==> config.mk <==
export PLATFORM = sky130hd
export DESIGN_NAME = div_seq
export DESIGN_NICKNAME = d
export VERILOG_FILES = /design/src/rtl/div_seq.sv
export SDC_FILE = /design/constraint.sdc
export NUM_CORES = 1
export LEC_CHECK = 0
export ABC_AREA = 1
export BUFFER_PORTS_ARGS = -buffer_cell sky130_fd_sc_hd__buf_2
export CAP_MARGIN = 30
export CORE_MARGIN = 5
export CORE_UTILIZATION = 37
export CTS_CLUSTER_SIZE = 24
export DETAILED_ROUTE_END_ITERATION = 8
export GPL_TIMING_DRIVEN = 0
export PLACE_DENSITY = 0.56
export RECOVER_POWER = 50
export SETUP_SLACK_MARGIN = 0.02
export SYNTH_ARGS = -nofsm -noshare
export SYNTH_HDL_FRONTEND = slang
export SYNTH_SLANG_ARGS = --single-unit
==> constraint.sdc <==
create_clock -name clk -period 3.75 [get_ports clk]
set_input_delay 0.1875 -clock clk [delete_from_list [all_inputs] [get_ports clk]]
set_output_delay 0.1875 -clock clk [all_outputs]
set_load 0.005 [all_outputs]
==> src/rtl/div_seq.sv <==
// Sequential restoring divider: one shared WIDTH+1-bit subtractor stepped once per clock.
// Define DIV_SIGNED_EN for two's-complement operands (adds one sign-correction cycle).
module div_seq #(
  parameter int unsigned WIDTH = 16
) (
  input  logic             clk,
  input  logic             reset,
  input  logic             start,
  input  logic [WIDTH-1:0] in1,
  input  logic [WIDTH-1:0] in2,
  output logic [WIDTH-1:0] out,
  output logic [WIDTH-1:0] rem,
  output logic             busy,
  output logic             done,
  output logic             div_by_zero
);

  localparam int unsigned CntW = $clog2(WIDTH + 1);
  localparam logic [CntW-1:0] CntInit = CntW'(WIDTH);
  localparam logic [CntW-1:0] CntOne  = CntW'(1);

  typedef enum logic [2:0] {
    StIdle,
    StRun,
    StZero,
    StSign,
    StDone
  } state_e;

  state_e           state_q, state_d;
  logic [CntW-1:0]  cnt_q, cnt_d;
  logic [WIDTH-1:0] dvd_q, dvd_d;   // dividend, shifted out as quotient bits shift in
  logic [WIDTH-1:0] dvs_q, dvs_d;
  logic [WIDTH-1:0] pr_q, pr_d;
  logic [WIDTH-1:0] out_q, out_d;
  logic [WIDTH-1:0] rem_q, rem_d;
  logic             dbz_q, dbz_d;
  logic             busy_q, busy_d;
  logic             done_q, done_d;
`ifdef DIV_SIGNED_EN
  logic             qneg_q, qneg_d;
  logic             rneg_q, rneg_d;
`endif

  logic [WIDTH:0]   shifted;
  logic [WIDTH:0]   diff;
  logic             q_bit;
  logic [WIDTH-1:0] pr_step;
  logic [WIDTH-1:0] dvd_step;
  logic [WIDTH-1:0] mag1;
  logic [WIDTH-1:0] mag2;

  always_comb begin
    shifted  = {pr_q, dvd_q[WIDTH-1]};
    diff     = shifted - {1'b0, dvs_q};
    q_bit    = ~diff[WIDTH];
    pr_step  = q_bit ? diff[WIDTH-1:0] : shifted[WIDTH-1:0];
    dvd_step = {dvd_q[WIDTH-2:0], q_bit};
  end

`ifdef DIV_SIGNED_EN
  always_comb begin
    mag1 = in1[WIDTH-1] ? (-in1) : in1;
    mag2 = in2[WIDTH-1] ? (-in2) : in2;
  end
`else
  always_comb begin
    mag1 = in1;
    mag2 = in2;
  end
`endif

  always_comb begin
    state_d = state_q;
    cnt_d   = cnt_q;
    dvd_d   = dvd_q;
    dvs_d   = dvs_q;
    pr_d    = pr_q;
    out_d   = out_q;
    rem_d   = rem_q;
    dbz_d   = dbz_q;
`ifdef DIV_SIGNED_EN
    qneg_d  = qneg_q;
    rneg_d  = rneg_q;
`endif

    case (state_q)
      StIdle, StDone: begin
        if (start) begin
          dbz_d = 1'b0;
          if (in2 == '0) begin
            // Raw dividend is parked in dvd_q so it can be reported as the remainder.
            dvd_d   = in1;
            state_d = StZero;
          end else begin
            dvd_d   = mag1;
            dvs_d   = mag2;
            pr_d    = '0;
            cnt_d   = CntInit;
            state_d = StRun;
`ifdef DIV_SIGNED_EN
            qneg_d  = in1[WIDTH-1] ^ in2[WIDTH-1];
            rneg_d  = in1[WIDTH-1];
`endif
          end
        end else begin
          state_d = StIdle;
        end
      end
      StZero: begin
        out_d   = '1;
        rem_d   = dvd_q;
        dbz_d   = 1'b1;
        state_d = StDone;
      end
      StRun: begin
        pr_d  = pr_step;
        dvd_d = dvd_step;
        cnt_d = cnt_q - CntOne;
        if (cnt_q == CntOne) begin
`ifdef DIV_SIGNED_EN
          state_d = StSign;
`else
          out_d   = dvd_step;
          rem_d   = pr_step;
          state_d = StDone;
`endif
        end
      end
      StSign: begin
`ifdef DIV_SIGNED_EN
        out_d = qneg_q ? (-dvd_q) : dvd_q;
        rem_d = rneg_q ? (-pr_q) : pr_q;
`endif
        state_d = StDone;
      end
      default: state_d = StIdle;
    endcase

    busy_d = (state_d == StRun) || (state_d == StSign);
    done_d = (state_d == StDone);
  end

  always_ff @(posedge clk) begin
    if (reset) begin
      state_q <= StIdle;
      cnt_q   <= '0;
      dvd_q   <= '0;
      dvs_q   <= '0;
      pr_q    <= '0;
      out_q   <= '0;
      rem_q   <= '0;
      dbz_q   <= 1'b0;
      busy_q  <= 1'b0;
      done_q  <= 1'b0;
`ifdef DIV_SIGNED_EN
      qneg_q  <= 1'b0;
      rneg_q  <= 1'b0;
`endif
    end else begin
      state_q <= state_d;
      cnt_q   <= cnt_d;
      dvd_q   <= dvd_d;
      dvs_q   <= dvs_d;
      pr_q    <= pr_d;
      out_q   <= out_d;
      rem_q   <= rem_d;
      dbz_q   <= dbz_d;
      busy_q  <= busy_d;
      done_q  <= done_d;
`ifdef DIV_SIGNED_EN
      qneg_q  <= qneg_d;
      rneg_q  <= rneg_d;
`endif
    end
  end

  assign out         = out_q;
  assign rem         = rem_q;
  assign busy        = busy_q;
  assign done        = done_q;
  assign div_by_zero = dbz_q;

endmodule

; ---- After elaboration in Yosys (flattened, before gate mapping)
; Cells that the tools add are included.
[totals]
regBits = 91
input_bits = 35
out_inout_bits = 35
wordCells = 57
[op_classes]
addsub = 2
n_eq_ne = 11
n_mux = 19
n_bitwise = 2
n_reduce_logical = 13
[op_table]
columns = op, count
row1 = 16-bit case mux with 2 select lines, 4
row2 = 16-bit 2-to-1 mux, 6
row3 = 17-bit by 16-bit subtractor with 17-bit output, 1
row4 = 16-bit zero test, 1
row5 = 5-bit 2-to-1 mux, 2
row6 = 5-bit case mux with 2 select lines, 1
row7 = "3-bit by 2-bit equality test with 1-bit output, second input constant", 3
row8 = 3-bit case mux with 3 select lines, 1
row9 = "3-bit by 1-bit equality test with 1-bit output, second input constant", 2
row10 = "3-bit equality test, second input constant", 2
row11 = 3-bit 2-to-1 mux, 2
row12 = "2-bit != test, second input constant", 3
row13 = 2-bit AND reduction, 3
row14 = 3-bit AND reduction, 2
row15 = 2-bit nonzero test, 3
row16 = "5-bit by 1-bit equality test with 1-bit output, second input constant", 1
row17 = "5-bit by 1-bit subtractor with 5-bit output, second input constant", 1
row18 = 2-bit OR reduction, 2
row19 = 3-bit zero test, 1
row20 = 2-bit 2-to-1 mux, 1
row21 = 1-bit NOT, 2
row22 = 1-bit case mux with 2 select lines, 1
row23 = 1-bit logical OR, 1
row24 = 1-bit 2-to-1 mux, 1

; ---- Depth between registers and ports, before layout
; Gate-level depths: netlist of the first run.
[depth]
word_depth = 6
depth_mapped = 17
mapped_depth_nobuf = 16

; ---- Least setup slack after synthesis of the first run
; Ideal clock, no wire load.
[synth_path]
path_kind = register to register
startpoint = register dvd_q[15]
endpoint = register out_q[0], in the netlist out[0]
setup_time_ns = 0.116
arrival_time_ns = 1.958
t_required_ns = 3.634
setup_slack_ns = 1.676
stages_incl_launch_ff = 17
n_path_buf = 1
period_less_slack_ns = 2.074
path_cell_list = dfxtp_1 > inv_1 > ha_1 > fa_1 > inv_1 > nand2_1 > nand2_1 > nand3_1 > nand2_1 > nand2_2 > nand2_1 > nand2_1 > nand2_2 > buf_6 > nand3_1 > o211ai_1 > inv_1
[synth_via]
elab_chain_len = 4
[synth_rtl]
columns = item, line_no
row1 = from (decl), 32  ; logic [WIDTH-1:0] dvd_q, dvd_d;
row2 = from (signal assigned), 163  ; dvd_q <= dvd_d;
row3 = 17-bit by 16-bit subtractor with 17-bit output, 55  ; diff = shifted - {1'b0, dvs_q};
row4 = 1-bit NOT, 56  ; q_bit = ~diff[WIDTH];
row5 = 16-bit 2-to-1 mux, 120  ; if (cnt_q == CntOne) begin
row6 = 16-bit case mux with 2 select lines, 87  ; case (state_q)
row7 = to (signal assigned), 166  ; out_q <= out_d;
row8 = to (decl), 35  ; logic [WIDTH-1:0] out_q, out_d;
; Every way passes these cells. The select of a mux whose other input is x is not followed.
; A chain may end at the register's enable or synchronous reset.

; ---- Worst setup path after layout of the first run
[layout_path]
startpoint = register state_q[0]
endpoint = register rem_q[12], in the netlist rem[12]
[layout_via]
elab_chain_len = 3
word_cells_on_any_way = 6
classes_between = eq/ne (3) / mux (1) / reduce/logical (2)
[layout_rtl]
columns = item, line_no
row1 = from (decl), 30  ; state_e state_q, state_d;
row2 = from (signal assigned), 146  ; state_q <= StIdle;
row3 = from (signal assigned), 161  ; state_q <= state_d;
row4 = 3-bit by 1-bit equality test with 1-bit output or 3-bit by 2-bit equality test with 1-bit output (tied branches), 87
row5 = 2-bit != test (no source line) or 2-bit nonzero test (tied branches), --
row6 = 2-bit AND reduction (no source line), --
row7 = to (signal assigned), 167  ; rem_q <= rem_d;
row8 = to (decl), 36  ; logic [WIDTH-1:0] rem_q, rem_d;
; Parallel ways exist; a longest one is shown, timed or not.

==> results of run 1 <==
-- kinds of logic after synthesis --
group / count (synthesis)
adders and majority gates: 19
xor gates and xnor gates: 8
buffers and inverters: 166
DFF: 91
and+or+nand+nor: 351
AOI/OAI and AO/OA: 141
-- Yosys cell counts --
master    number  area, µm²
a21oi_1       68        340
o211ai_1       1       7.51
o311ai_0       1       8.76
dfxtp_1       91       1820
nor3_4         1       16.3
inv_1        127        477
inv_2          2       7.51
clkinv_1       6       22.5
or2_2          4       25.0
nand2_2        3       18.8
nor3_1         9       45.0
buf_1          1       3.75
and2_1         4       25.0
buf_4          2       15.0
or2_0          1       6.26
ha_1          18        225
nand2_1      192        721
xor2_1         7       61.3
o21ai_1       11       55.1
a31oi_1        1       6.26
and3_1         2       12.5
nand3_1       82        410
nor3_2         1       10.0
buf_6          2       22.5
nor2_1        44        165
nor2_2         2       12.5
fa_1           1       20.0
clkbuf_1      17       63.8
o22ai_1        1       6.26
nand4_1        6       37.5
xnor2_1        1       8.76
o21ai_0       58        290
buf_2          9       45.0
-- metrics by stage --
stage	util	worst slack [ps]	hold WS, ps	total power [µW]
2_1_floorplan	-	1680	257	1630
3_3_place_gp	0.421	1210	434	1850
5_1_grt	0.443	706	73.2	3000
3_5_place_dp	0.421	1210	433	1850
4_1_cts	0.446	1190	61.7	2840
6_report	0.443	1020	74.9	2820
-- layer usage --
metal	vias up	GRT usage	wire, µm
li1	2622	-	-
met1	2179	0.264	7390
met2	109	0.291	6540
met3	25	0.0437	625
met4	0	0.0650	351
met5	-	0	0
-- area by class of cell --
class                           instances  area, µm²  area share
Tap cell                              176        220      0.0376
Multi-Input combinational cell        519       2520       0.430
Clock inverter                          3       43.8     0.00747
Inverter                              135        507      0.0864
Clock buffer                           13        280      0.0478
Timing Repair Buffer                   69        319      0.0544
Sequential cell                        91       1820       0.311
Buffer                                 31        150      0.0256
-- worst max-delay path, cell delays in order (launching register included) --
cell and delay [ps]:
dfxtp_1 350, inv_1 50, nor3_1 840, inv_1 410, nor2_2 200, nor2_1 120
clkbuf_1 230, a21oi_1 220, nand3_1 110, nand2_1 60, inv_1 30
-- how the worst max path moves through the flow --
stage	from	to	depth (start not counted)
global placement	dvd_q[15]	rem[15]	17
finish	state_q[0]	rem[12]	10
global route	state_q[0]	rem[10]	10
floorplan	dvd_q[15]	out[0]	16
CTS	dvd_q[15]	rem[15]	17
detailed placement	dvd_q[15]	rem[15]	17
-- sequential cells by signal (all words and copies together), names as in the netlist --
register / count
dvs_q: 16
rem: 16
cnt_q: 5
pr_q: 16
dvd_q: 16
busy: 1
done: 1
out: 16
state_q: 3
div_by_zero: 1
-- power by group through the flow --
stage                     sequential, µW  combinational (µW)  clock (µW)
after detailed placement            1110                 739           0
final                               1090                 741         986
after CTS                           1090                 743        1010
after global routing                1100                 845        1060
after global placement              1110                 737           0
after floorplan                     1090                 541           0
==> results.yml, run 1 <==
outcome:
  outcome: "finished clean"
worst_setup_path:
  worst_ep_required_time_ps: 4000
  start_kind: "register"
  reg2reg_to: "rem[12]"
  reg2reg_slack_ps: 1020
  crit_path_end_kind: "register"
  crit_arrival_ps: 2980
  crit_type: "register to register"
  r2r_start: "state_q[0]"
  rr_worst_depth: 10
  worstPathMaxFanout: 10
clock_tree:
  clk_latency_ps: 360
  cts_buffer_depth: 2
  clkTransAtPathRegs_ps: 60
  cts_tree: "yes"
  cts_hold_buf: 0
  numClockSinks: 91
  cts_setup_buffers: 0
  cts_resized: 0
  htreeDepth: 3
  ctsRootBufferMaster: "clkbuf_16"
  numCtsBuffers: 9
synthesis:
  synth_cell_type_count: 33
  syn_inst: 776
  synth_area_um2: 5010
  synth_xor_xnor_area_share: 0.0140
  muxShareOfSynthArea: 0
  synth_compound_area_frac: 0.143
  synth_fp_nets: 830
  ys_ff_latch: 91
  yosys_warnings: 0
  synth_area_per_cell_um2: 6.46
  yosys.area_share.simple: 0.300
  yosysSeqAreaShare: 0.363
  synth_top_family_by_area: "simple AND/OR/NAND/NOR gates"
  synth_fa_ha_area_frac: 0.0489
power_and_ir_drop:
  p_sw_frac: 0.333
  leakagePower_uw: 0.00307
  pwr-share-clk: 0.350
  combPwrFrac: 0.263
  power_switching_uw: 940
  p_seq_frac: 0.387
  power.density_nw_per_um2: 481
  worst_ir_drop_vdd_v: 0.000234
  cell_internal_pwr_uw: 1880
cells_and_area:
  stdcell_area_um2: 5860
  layout_common_cells: "nand2_1 (192), inv_1 (128), dfxtp_1 (91)"
  areaGrowthSynthToFinish_pct: 16.9
  layout_commonest_cell: "nand2_1"
  post_layout_nonfiller_instances: 1037
  fill_cells: 1479
  layout.nets: 910
  drive_above_1_share: 0.101
  diodes: 0
timing:
  tightest_slew_ps: 1110
  fin_crit_sh: 0.727
  skew_ps: 10.5
  final.setup.tns_ps: 0
  report.final.slew_viol_count: 0
  hold_viol: 0
  post-route-min-period_ps: 2730
  setup_viol: 0
  slew_headroom: 0.254
  clock.fmax_mhz: 367
  rsz0062_at_grt: "false"
place:
  dp_hpwl_um: 11600
  placed_cell_area_um2: 5580
  numPortBuffers: 69
  place_congestion: 0.851
  dp.cells: 1021
min_path:
  hold_end: "busy"
  hold_class: "primary input to register"
  min_path_cells: 2
  worstHoldStart: "reset"
floorplanning:
  die_area_um2: 16000
  rows: 42
  die_y_um: 126
  ioPinCount: 70
  core_area_um2: 13200
  die_w_um: 126
  start_util: 0.379
routing:
  drtIter0Drc: 275
  vias_per_cell: 4.76
  routedWlPerCell_um: 14.4
  ant_nets: 0
  vias: 4935
  first_pass_iters: 5
  drt-total-wl_um: 14900
  drc: 0
flow_run:
  maxCapViolCount: 0
global_routing:
  grt_pass1_vias: 4700
  grt_overflow: 0
  antenna_found_initial: 0
  grt_pass1_wl_um: 24200
  track_usage: 0.190
  grt_max_degree: 15
Note: power is estimated with default switching activity, not from simulation.
==> inputs of run 2 (changes only) <==
- ABC_AREA: 1 -> 0
- clock period: 3.75 -> 2.7 ns (I/O delays scaled with it)
==> results.yml, run 2 <==
synthesis:
  synth_fp_nets: 614
  ys_ff_latch: 91
  synth_area_per_cell_um2: 8.11
  yosys_warnings: 0
  syn_inst: 560
  yosysSeqAreaShare: 0.401
  synth_area_leader_cell: "dfxtp_1"
  yosys_most_used_dff: "dfxtp_1"
  synth_top_area_frac: 0.401
  async_flop_share: 0
  synth_cell_type_count: 58
  synthTopCellsByCount: "dfxtp_1 (91), nor2_1 (91), nand2_1 (64), a21oi_1 (44)"
  synth_area_um2: 4540
  ys_top_cells_by_area: "dfxtp_1 (40%), nor2_1 (7.5%), nand2_1 (5.3%)"
  synth-edff-count: 0
global_routing:
  grt_pass1_vias: 4074
  antenna_found_initial: 0
  grt_pass1_wl_um: 21100
  grt_overflow: 0
  track_usage: 0.184
  grt_max_degree: 17
place:
  dp.cells: 775
  dp_hpwl_um: 10400
  pre_cts_ws_ps: -300
  placed_cell_area_um2: 5080
  place_congestion: 0.845
  numPortBuffers: 68
worst_setup_path:
  worstPathMaxFanout: 6
  slowest_delay_ps: 360
  crit_type: "register to register"
  cp_common_cell: "mux2_4"
  worst_ep_required_time_ps: 2950
  cp_slowest_cell: "mux2_4"
  crit_path_end_kind: "register"
  path_cells: "inv_4 > ha_4 > fa_2 > nand2b_4 > a21oi_4 > o21ai_4 > mux2_4 > nor2_8 > mux2_4 > a2111oi_4"
  start_kind: "register"
  crit_arrival_ps: 2890
  crit_family: "multiplexers"
  path_buf_inv: 1
cells_and_area:
  post_layout_nonfiller_instances: 802
  layout.nets: 704
  diodes: 0
  stdcell_area_um2: 5590
  multi_input_area_um2: 2620
  final_core_util: 0.465
  layout.area.seq_um2: 1820
  layout_common_cells: "nor2_1 (90), dfxtp_1 (90), nand2_1 (64)"
  fill_cells: 1211
  areaGrowthSynthToFinish_pct: 23.1
  drive_above_1_share: 0.173
routing:
  vias_per_cell: 5.45
  routedWlPerCell_um: 17.1
  ant_nets: 0
  drc: 0
  vias: 4374
  first_pass_iters: 5
  drt-total-wl_um: 13700
  drtIter0Drc: 324
power_and_ir_drop:
  finalPower_uw: 6660
  power.density_nw_per_um2: 1190
  worst_ir_drop_vdd_v: 0.000709
  leakagePower_uw: 0.00217
timing:
  slew_headroom: 0.519
  tightest_slew_ps: 716
  fin_crit_sh: 0.980
  skew_ps: 7.75
  clock.fmax_mhz: 378
  report.final.slew_viol_count: 0
  setup_viol: 0
  post-route-min-period_ps: 2650
  rsz0062_at_grt: "true"
  hold_viol: 0
  setup_slack_ps: 53.6
outcome:
  outcome: "finished clean"
clock_tree:
  numCtsBuffers: 9
  numClockSinks: 91
  ctsRootBufferMaster: "clkbuf_16"
  clkTransAtPathRegs_ps: 70
  clk_latency_ps: 340
  htreeDepth: 3
  cts_tree: "yes"
  cts_buffer_depth: 2
flow_run:
  maxCapViolCount: 0
floorplanning:
  die_area_um2: 14600
  rows: 40
  start_util: 0.378
  die_w_um: 121
  core_area_um2: 12000
  ioPinCount: 70
  die_y_um: 121
min_path:
  hold_class: "primary input to register"
## run 2: final timing paths
check	depth (start not counted)	from	slack, ps	to
worst min-delay path	3	in2[9]	40	dvs_q[9]
worst min register to register	2	div_by_zero	480	div_by_zero
worst max-delay path	10	dvd_q[15]	50	rem[1]
worst max register to register	10	dvd_q[15]	50	rem[1]
## run 2: routing by layer
layer  routed length [µm]  global-route usage
met4                  237              0.0659
met2                 6340               0.290
met5                    0                   0
met1                 6370               0.257
met3                  754              0.0267
## run 2: repair_timing
item                                    in CTS  in global routing
buffers inserted                             4                  7
gates resized for setup                     11                 22
endpoints found under the setup margin      22                 35
hold buffers                                 0                  0
pin swaps                                    4                  9
## run 2: area by class of cell
| type | instances | share of cell area |
|---|---|---|
| plain buffers | 34 | 0.0275 |
| clock inverters | 6 | 0.0128 |
| flip-flops and latches | 91 | 0.326 |
| repair buffers | 79 | 0.0737 |
| clock buffers | 10 | 0.0410 |
| well taps | 147 | 0.0329 |
| multi-input cells | 410 | 0.469 |
| inverters | 25 | 0.0172 |
## run 2: logic make-up (layout without fill, tap and decap cells)
kind of cell               count (synthesis)  after routing  share of synthesized area
muxes                                     15             15                     0.0350
adders and majority gates                 19             19                     0.0540
and+or+nand+nor                          212            212                      0.208
DFF                                       91             91                      0.401
AOI/OAI and AO/OA                        147            147                      0.217
xor gates and xnor gates                  17             17                     0.0328
buffers and inverters                     59            154                     0.0524
## run 2: report_power, final
group          switching (µW)  internal (µW)
logic                    1980           1780
registers                 131           1490
clock network             559            726
total                    2670           3990
## run 2: worst register-to-register path, stage by stage, from the launching register on
cell       delay, ps
dfxtp_2          350
inv_4             50
ha_4             160
fa_2             350
nand2b_4         170
a21oi_4          200
o21ai_4          100
mux2_4           360
nor2_8           180
mux2_4           350
a2111oi_4        280
## run 2: stage by stage
stage / hold slack [ps] / setup TNS, ps
global route: 38.5 / -29.5
global placement: 376 / -2010
CTS: 32.8 / 0
finish: 36.2 / 0
detailed placement: 386 / -2000
floorplan: 274 / 0
==> inputs of run 3 (changes only) <==
- PLACE_DENSITY: 0.56 -> 0.58
- clock period: 2.7 -> 2.3 ns (I/O delays scaled with it)
==> results.yml, run 3 (same netlist as run 2, synthesis figures left out) <==
floorplanning:
  start_util: 0.378
  core_area_um2: 12000
  die_w_um: 121
  rows: 40
  die_area_um2: 14600
  ioPinCount: 70
  die_y_um: 121
global_routing:
  grt_pass1_wl_um: 22300
  antenna_found_initial: 0
  grt_pass1_vias: 4358
  grt_overflow: 0
  track_usage: 0.194
  grt_max_degree: 16
timing:
  setup_viol: 34
  setup_slack_ps: -347
  final.setup.tns_ps: -8670
  clock.fmax_mhz: 378
  skew_ps: 5.74
  hold_viol: 0
  fin_crit_sh: 1.15
  post-route-min-period_ps: 2650
  slew_headroom: 0.501
  rsz0062_at_grt: "true"
  report.final.slew_viol_count: 0
  tightest_slew_ps: 746
outcome:
  outcome: "complete, but fails checks"
  violations: "setup timing"
routing:
  ant_nets: 0
  drtIter0Drc: 255
  vias: 4426
  drt-total-wl_um: 14100
  first_pass_iters: 5
  vias_per_cell: 5.46
  routedWlPerCell_um: 17.3
  drc: 0
place:
  dp_hpwl_um: 10000
  dp.cells: 775
  pre_cts_ws_ps: -477
  place_congestion: 0.853
  numPortBuffers: 68
power_and_ir_drop:
  leakagePower_uw: 0.00223
  finalPower_uw: 9310
  power.density_nw_per_um2: 1570
  worst_ir_drop_vdd_v: 0.00106
cells_and_area:
  layout.nets: 713
  areaGrowthSynthToFinish_pct: 30.5
  post_layout_nonfiller_instances: 811
  layout_common_cells: "nor2_1 (89), dfxtp_1 (88), nand2_1 (64)"
  layout_commonest_cell: "nor2_1"
  fill_cells: 1168
  diodes: 0
  drive_above_1_share: 0.218
worst_setup_path:
  crit_arrival_ps: 2900
  crit_path_end_kind: "register"
  startpoint: "dvd_q[15]"
  start_kind: "register"
  crit_type: "register to register"
  r2r_start: "dvd_q[15]"
  worstPathMaxFanout: 5
  worst_ep_required_time_ps: 2550
min_path:
  worstHoldStart: "in2[8]"
  hold_class: "primary input to register"
clock_tree:
  cts_buffer_depth: 2
  ctsRootBufferMaster: "clkbuf_16"
  clkTransAtPathRegs_ps: 70
  clk_latency_ps: 350
  htreeDepth: 3
  numCtsBuffers: 9
  cts_tree: "yes"
  numClockSinks: 91
flow_run:
  maxCapViolCount: 0
==> run 3: timing repair <==
| item | 4_1_cts | 5_1_grt |
|---|---|---|
| pin swaps | 14 | 9 |
| hold buffers | 0 | 0 |
| setup endpoints to repair | 60 | 64 |
| gates resized for setup | 58 | 29 |
| cloned | 1 | 0 |
| hold endpoints to repair | 0 | 0 |
| setup buffers | 14 | 7 |
==> run 3: power breakdown <==
| group | total, µW | internal (µW) | leakage, µW | switching [µW] |
|---|---|---|---|---|
| registers | 1930 | 1750 | 0.000743 | 183 |
| clock network | 1510 | 852 | 0.000144 | 657 |
| logic | 5870 | 2900 | 0.00134 | 2970 |
| total | 9310 | 5500 | 0.00223 | 3810 |
==> run 3: worst max-delay path: stages (launching register included) <==
cell and delay, ps:
dfxtp_2 350, inv_4 50, ha_4 160, fa_2 360, nand2b_4 160, a21oi_4 200, o21ai_4 80, mux2_4 380
nor2_8 180, mux2_4 350, a2111oi_4 280
==> run 3: final timing paths <==
check	end	slack, ps	depth (start not counted)
max	rem[1]	-350	10
min reg2reg	div_by_zero	480	2
max reg2reg	rem[1]	-350	10
min	dvs_q[8]	8	3
==> run 3: routing by layer <==
layer | wire [µm] | vias to the layer above | global-route usage
li1 | - | 2182 | -
met1 | 6570 | 2117 | 0.263
met2 | 6580 | 103 | 0.308
met3 | 575 | 24 | 0.0304
met4 | 342 | 0 | 0.0765
met5 | 0 | - | 0
==> run 3: final cells by class <==
| cell class | count | area, µm² | share of cell area |
|---|---|---|---|
| clock buffers | 11 | 233 | 0.0393 |
| plain buffers | 33 | 160 | 0.0270 |
| inverters | 25 | 96.3 | 0.0163 |
| well taps | 147 | 184 | 0.0310 |
| flip-flops and latches | 91 | 1830 | 0.308 |
| repair buffers | 88 | 494 | 0.0834 |
| clock inverters | 5 | 61.3 | 0.0103 |
| multi-input cells | 411 | 2870 | 0.484 |
==> run 3: per-stage QoR <==
| stage | cell area (µm²) | hold slack (ps) | util |
|---|---|---|---|
| final | 5920 | 8.33 | 0.493 |
| after global routing | 5920 | 13.8 | 0.493 |
| after CTS | 5800 | 5.75 | 0.483 |
| after detailed placement | 5110 | 363 | 0.426 |
| after global placement | 5110 | 354 | 0.426 |
| after floorplan | 4590 | 254 | - |
